**config.mk**
```make
export PLATFORM = sky130hd
export DESIGN_NAME = peak_frame_buffer
export DESIGN_NICKNAME = d
export VERILOG_FILES = /design/src/rtl/peak_frame_buffer.sv
export SDC_FILE = /design/constraint.sdc
export NUM_CORES = 1
export LEC_CHECK = 0
export CAP_MARGIN = 20
export CORE_MARGIN = 2
export CORE_UTILIZATION = 45
export DETAILED_ROUTE_END_ITERATION = 7
export GPL_TIMING_DRIVEN = 0
export RECOVER_POWER = 100
export SYNTH_ARGS = -nofsm -noshare
export SYNTH_HDL_FRONTEND = slang
export SYNTH_SLANG_ARGS = --single-unit
```
**constraint.sdc**
```tcl
create_clock -name clk -period 4.75 [get_ports clk]
set_input_delay 0.95 -clock clk [delete_from_list [all_inputs] [get_ports clk]]
set_output_delay 0.95 -clock clk [all_outputs]
set_load 0.03 [all_outputs]
```
**src/rtl/peak_frame_buffer.sv**
```systemverilog
// Circular buffer of window peaks that streams one whole frame, oldest to newest,
// on request. Peaks arriving mid-stream are parked in a one-deep pending slot.
module peak_frame_buffer #(
  parameter int FRAME_LEN = 8,
  parameter int DATA_W    = 8
) (
  input  logic              clk,
  input  logic              reset,
  input  logic [DATA_W-1:0] i_data,
  input  logic              i_valid,
  input  logic              i_start,
  input  logic              i_ready,
  output logic [DATA_W-1:0] o_data,
  output logic              o_valid,
  output logic              o_last,
  output logic              o_frame_full,
  output logic              o_busy,
  output logic              o_dropped
);

  localparam int PTR_W = $clog2(FRAME_LEN);
  localparam int CNT_W = PTR_W + 1;
  localparam logic [CNT_W-1:0] FULL_CNT  = CNT_W'(FRAME_LEN);
  localparam logic [PTR_W-1:0] LAST_BEAT = PTR_W'(FRAME_LEN - 1);

  typedef enum logic {IDLE, STREAM} state_t;

  state_t            state_q, state_d;
  logic [PTR_W-1:0]  wr_ptr_q, wr_ptr_d;
  logic [PTR_W-1:0]  rd_ptr_q, rd_ptr_d;
  logic [PTR_W-1:0]  beat_q, beat_d;
  logic [CNT_W-1:0]  fill_q, fill_d;
  logic [DATA_W-1:0] pend_q, pend_d;
  logic              pend_valid_q, pend_valid_d;
  logic              dropped_q, dropped_d;

  logic              wr_en;
  logic [DATA_W-1:0] wr_data;
  logic [DATA_W-1:0] mem [FRAME_LEN];

  // NOTE: every signal gets a default first so no path leaves it unassigned (no latches).
  always_comb begin
    state_d      = state_q;
    wr_ptr_d     = wr_ptr_q;
    rd_ptr_d     = rd_ptr_q;
    beat_d       = beat_q;
    fill_d       = fill_q;
    pend_d       = pend_q;
    pend_valid_d = pend_valid_q;
    dropped_d    = dropped_q;
    wr_en        = 1'b0;
    wr_data      = i_data;

    case (state_q)
      IDLE: begin
        // A parked peak drains first; a fresh peak this cycle takes its slot.
        if (pend_valid_q) begin
          wr_en        = 1'b1;
          wr_data      = pend_q;
          pend_valid_d = i_valid;
          if (i_valid) pend_d = i_data;
        end else if (i_valid) begin
          wr_en = 1'b1;
        end

        if (wr_en) begin
          wr_ptr_d = wr_ptr_q + PTR_W'(1);
          if (fill_q != FULL_CNT) fill_d = fill_q + CNT_W'(1);
        end

        // Post-write pointer makes a same-cycle peak the newest beat of the frame.
        if (i_start && !pend_valid_q && (fill_d == FULL_CNT)) begin
          state_d  = STREAM;
          rd_ptr_d = wr_ptr_d;
          beat_d   = '0;
        end
      end

      STREAM: begin
        if (i_valid) begin
          if (!pend_valid_q) begin
            pend_d       = i_data;
            pend_valid_d = 1'b1;
          end else begin
            dropped_d = 1'b1;
          end
        end

        if (i_ready) begin
          rd_ptr_d = rd_ptr_q + PTR_W'(1);
          beat_d   = beat_q + PTR_W'(1);
          if (beat_q == LAST_BEAT) state_d = IDLE;
        end
      end

      default: state_d = IDLE;
    endcase
  end

  always_ff @(posedge clk or negedge reset) begin
    if (!reset) begin
      state_q      <= IDLE;
      wr_ptr_q     <= '0;
      rd_ptr_q     <= '0;
      beat_q       <= '0;
      fill_q       <= '0;
      pend_q       <= '0;
      pend_valid_q <= 1'b0;
      dropped_q    <= 1'b0;
    end else begin
      state_q      <= state_d;
      wr_ptr_q     <= wr_ptr_d;
      rd_ptr_q     <= rd_ptr_d;
      beat_q       <= beat_d;
      fill_q       <= fill_d;
      pend_q       <= pend_d;
      pend_valid_q <= pend_valid_d;
      dropped_q    <= dropped_d;
    end
  end

  // NOTE: storage is deliberately left out of reset; fill count gates any use of stale data.
  always_ff @(posedge clk) begin
    if (wr_en) mem[wr_ptr_q] <= wr_data;
  end

  assign o_busy       = (state_q == STREAM);
  assign o_valid      = o_busy;
  assign o_last       = o_busy && (beat_q == LAST_BEAT);
  assign o_data       = o_busy ? mem[rd_ptr_q] : '0;
  assign o_frame_full = (fill_q == FULL_CNT);
  assign o_dropped    = dropped_q;

endmodule

```
==> metrics.md <==
| Metric | Value |
|---|---|
| Critical Path RT | 3.80 ns |
| IO Count | 26 |
| CTS clock-pin slew for the worst setup and hold paths | roughly 0.09 ns |
| Chip height | 96.6 µm |
| Vias per cell | 5.33 |
| Synthesis-stage register bit count | 88 |
| Worst path arrival time | 3.03 ns |
| Detailed Route WL | roughly 7000 µm |
| Setup ws final | 0.773 ns |
| HPWL after DPL | 4690 µm |
| Worst skew pair latency | around 0.35 ns |
| Slowest stage cell, crit path | dlygate4sd3_1 |
| Core area | 8260 µm² |
| Antenna Nets Post-Route | 0 |
| Post-CTS setup buffer count | 0 |
| NetSw | 1.02 mW |
| Residual DRC | 0 |
| Startpoint types | register |
| Root Buffer | clkbuf_8 |
| HP Class | register to register |
| # diodes | 0 |
| Max-Cap Viols | 0 |
| Int Power | about 1.8 mW |
| RSZ-0062 raised after global routing | no |
| Netlist Area Pre-Place | 3850 µm² |
| WL/cell | 18.2 µm |
| Clock share of power | 18.2% |
| Fmax | roughly 250 MHz |
| Initial Utilization | between 40% and 50% |
| Die X | around 97 µm |
| Cell family with most CP delay | buffers and inverters |
| Clock skew | 0.0105 ns |
| Placed cell area | 4260 µm² |
| First-pass GRT wire length | about 11000 µm |
| PwrDens | about 650 nW/µm² |
| Final Max Slew Viols | 0 |
| Synth Area per Inst | 16.4 µm² |
| Fraction of layout cells with a size suffix above 1 | about 18% |
| Worst Max-Slew Pin Slew | 1.07 ns |
| # nets final | 292 |
| Cell area after layout | 4400 µm² |
| Most Frequent Cell on Critical Path | clkbuf_1 |
| Largest net degree at the start of global routing | 17 |
| CTS tree | yes |
| Outcome | completed |
| Final hold vios | 0 |
| Crit path largest cell delay | between 0.7 and 0.8 ns |
| Vias in the first global route | about 2000 |
| Routability cong. | between 0.7 and 0.8 |
| Inserted Clock Buffers | 9 |
| Net Count, Synth | 254 |
| Pre-Repair DR Iteration Count | 4 |
| CTS Hold Buffers Added | 0 |
| CP bufs+invs | 3 |
| Placement Setup Slack | 1.09 ns |
| Cts repair resizes | 0 |
| CP endpoint kind | output port |
| # setup viols final | 0 |
| Antenna violations before repair | 0 |
| Setup CP Type | register to output port |
| Clk buf depth | 2 |
| P_leak | 1.57 nW |
| Layout area overhead | 14.1% |
| Tot GR Track Use | 17.0% |
| DRT iter0 DRCs | 86 |
| Depth of the CTS H-tree | 3 |
| Worst-path fanout max | 10 |
| Sequential share of power | between 40% and 50% |
| Ys Warns | 0 |
| Global route total overflow | 0 |
| Tcrit/Tclk final | between 80% and 90% |
| Post-route setup TNS | 0 ns |
| Seq/Total Area, Yosys | 65.4% |
| Die ar. | 9320 µm² |
| Via count | 2041 |
| Filler Cells Inserted | around 700 |
| Yosys cell types | 42 |
| Comb power frac | 40.6% |
| Crit path time final | 3.98 ns |
| VDD IR-drop max | 0.319 mV |
| Clock sinks | just under 90 |
| Crit-path cells | clkbuf_1, clkbuf_1, mux4_2, mux2i_1, nor2b_1, dlygate4sd3_1 |
| Sw frac | ~36% |
| Final Power | 2.86 mW |
| # rows | 33 |
| Mapped Cells | 235 |
| I/O Buffers | 24 |
| Slew HR | around 28% |
==> path summary, 6_finish.rpt <==
| check | start | depth (start not counted) | slack [ns] | end |
|---|---|---|---|---|
| worst max-delay path | rd_ptr_q[1] | 6 | 0.77 | o_data[6] |
| min in group asynchronous | reset | 1 | 1.01 | fill_q[1] |
| worst min register to register | o_dropped | 1 | 0.47 | o_dropped |
| worst min-delay path | o_dropped | 1 | 0.47 | o_dropped |
| max in group asynchronous | reset | 2 | 2.72 | wr_ptr_q[2] |
| worst max register to register | pend_valid_q | 6 | 2.04 | rd_ptr_q[2] |
==> through the flow <==
step	cells	hold WS (ns)	util, %
6_report	383	0.472	53.3
5_1_grt	383	0.510	53.3
4_1_cts	383	0.486	54.0
3_5_place_dp	367	0.459	51.5
3_3_place_gp	364	0.457	51.2
2_1_floorplan	235	0.474	-
==> synthesized netlist by cell type (all sizes together) <==
cell | number | area share, %
mux2i | 9 | 2.3
nand2b | 3 | 0.49
buf | 8 | 1.2
a21o | 3 | 0.62
and3b | 1 | 0.32
a31o | 3 | 0.68
clkbuf | 6 | 0.58
a22o | 1 | 0.23
o2111ai | 1 | 0.23
nand3 | 2 | 0.26
a221oi | 1 | 0.39
o21a | 1 | 0.19
or3 | 1 | 0.16
nor2 | 11 | 1.3
a311oi | 1 | 0.23
and2 | 3 | 0.55
edfxtp | 64 | 50
nand4 | 1 | 0.16
o21ai | 8 | 1.1
inv | 3 | 0.29
nand2 | 12 | 1.2
nor2b | 10 | 1.6
xnor2 | 4 | 0.91
mux4 | 16 | 9.3
mux2 | 19 | 5.6
a21oi | 2 | 0.26
dfrtp | 24 | 16
nor3 | 4 | 0.65
ha | 6 | 1.9
nor4 | 1 | 0.55
a211oi | 1 | 0.19
xor2 | 4 | 0.91
a31oi | 1 | 0.16
==> routing by layer <==
| layer | share of wire [%] | vias up | GRT usage, % |
|---|---|---|---|
| li1 | - | 975 | - |
| met1 | 51 | 1020 | 25.4 |
| met2 | 45 | 38 | 24.4 |
| met3 | 3.4 | 8 | 2.87 |
| met4 | 1.2 | 0 | 8.10 |
| met5 | 0 | - | 0 |
==> flip-flops by register name, summed over array words and instances, names as in the netlist <==
register,cells
beat_q,3
pend_q,8
o_dropped,1
wr_ptr_q,3
pend_valid_q,1
rd_ptr_q,3
o_busy,1
mem,64
fill_q,4
==> layout make-up <==
type	count	area, µm²	area share (%)
Sequential cell	88	2520	57.3
Multi-Input combinational cell	130	1220	27.7
Timing Repair Buffer	27	251	5.72
Inverter	3	11.3	0.256
Clock inverter	7	77.6	1.76
Tap cell	105	131	2.99
Buffer	14	62.6	1.42
Clock buffer	9	124	2.82
==> cell families (layout without fill, tap and decap cells) <==
kind of cell,Yosys count,after routing,synth area share [%]
compound gates,23,23,4.32
flops,88,88,65.4
simple gates,49,49,7.21
fa+ha+maj,6,6,1.95
buf+inv,17,60,2.04
xor+xnor,8,8,1.82
mux,44,44,17.2
==> cells in the final DEF, fill, tap and decap left out, types with 3 or more instances in the layout <==
cell type / netlist / layout
dfrtp_1: 24 / 24
nand2b_1: 3 / 3
inv_1: 3 / 3
nand2_1: 12 / 12
xnor2_1: 4 / 4
mux2i_1: 9 / 9
nor3_1: 3 / 3
mux4_2: 16 / 16
clkbuf_8: 0 / 9
o21ai_0: 3 / 6
mux2_2: 19 / 10
xor2_1: 4 / 4
dlygate4sd3_1: 0 / 14
nor2b_1: 10 / 10
clkdlybuf4s50_1: 0 / 10
nor2_1: 10 / 11
ha_1: 6 / 6
edfxtp_1: 64 / 64
mux2_1: 0 / 9
clkbuf_1: 6 / 11
==> power groups by stage <==
stage	Sequential [mW]	Clock (mW)	Combinational, mW
2_1_floorplan	1.18	0	0.891
3_3_place_gp	1.19	0	1.23
6_report	1.18	0.520	1.16
5_1_grt	1.20	0.562	1.30
3_5_place_dp	1.19	0	1.25
4_1_cts	1.18	0.535	1.25
==> worst reg2reg max path, stage by stage (launching register included) <==
cell and delay, ns:
dfrtp_1 0.37, clkbuf_1 0.18, nor2_1 0.63, nor3_2 0.07
nor4_1 0.83, and2_0 0.36, a221oi_1 0.12
Note: power is estimated with default switching activity, not from simulation.
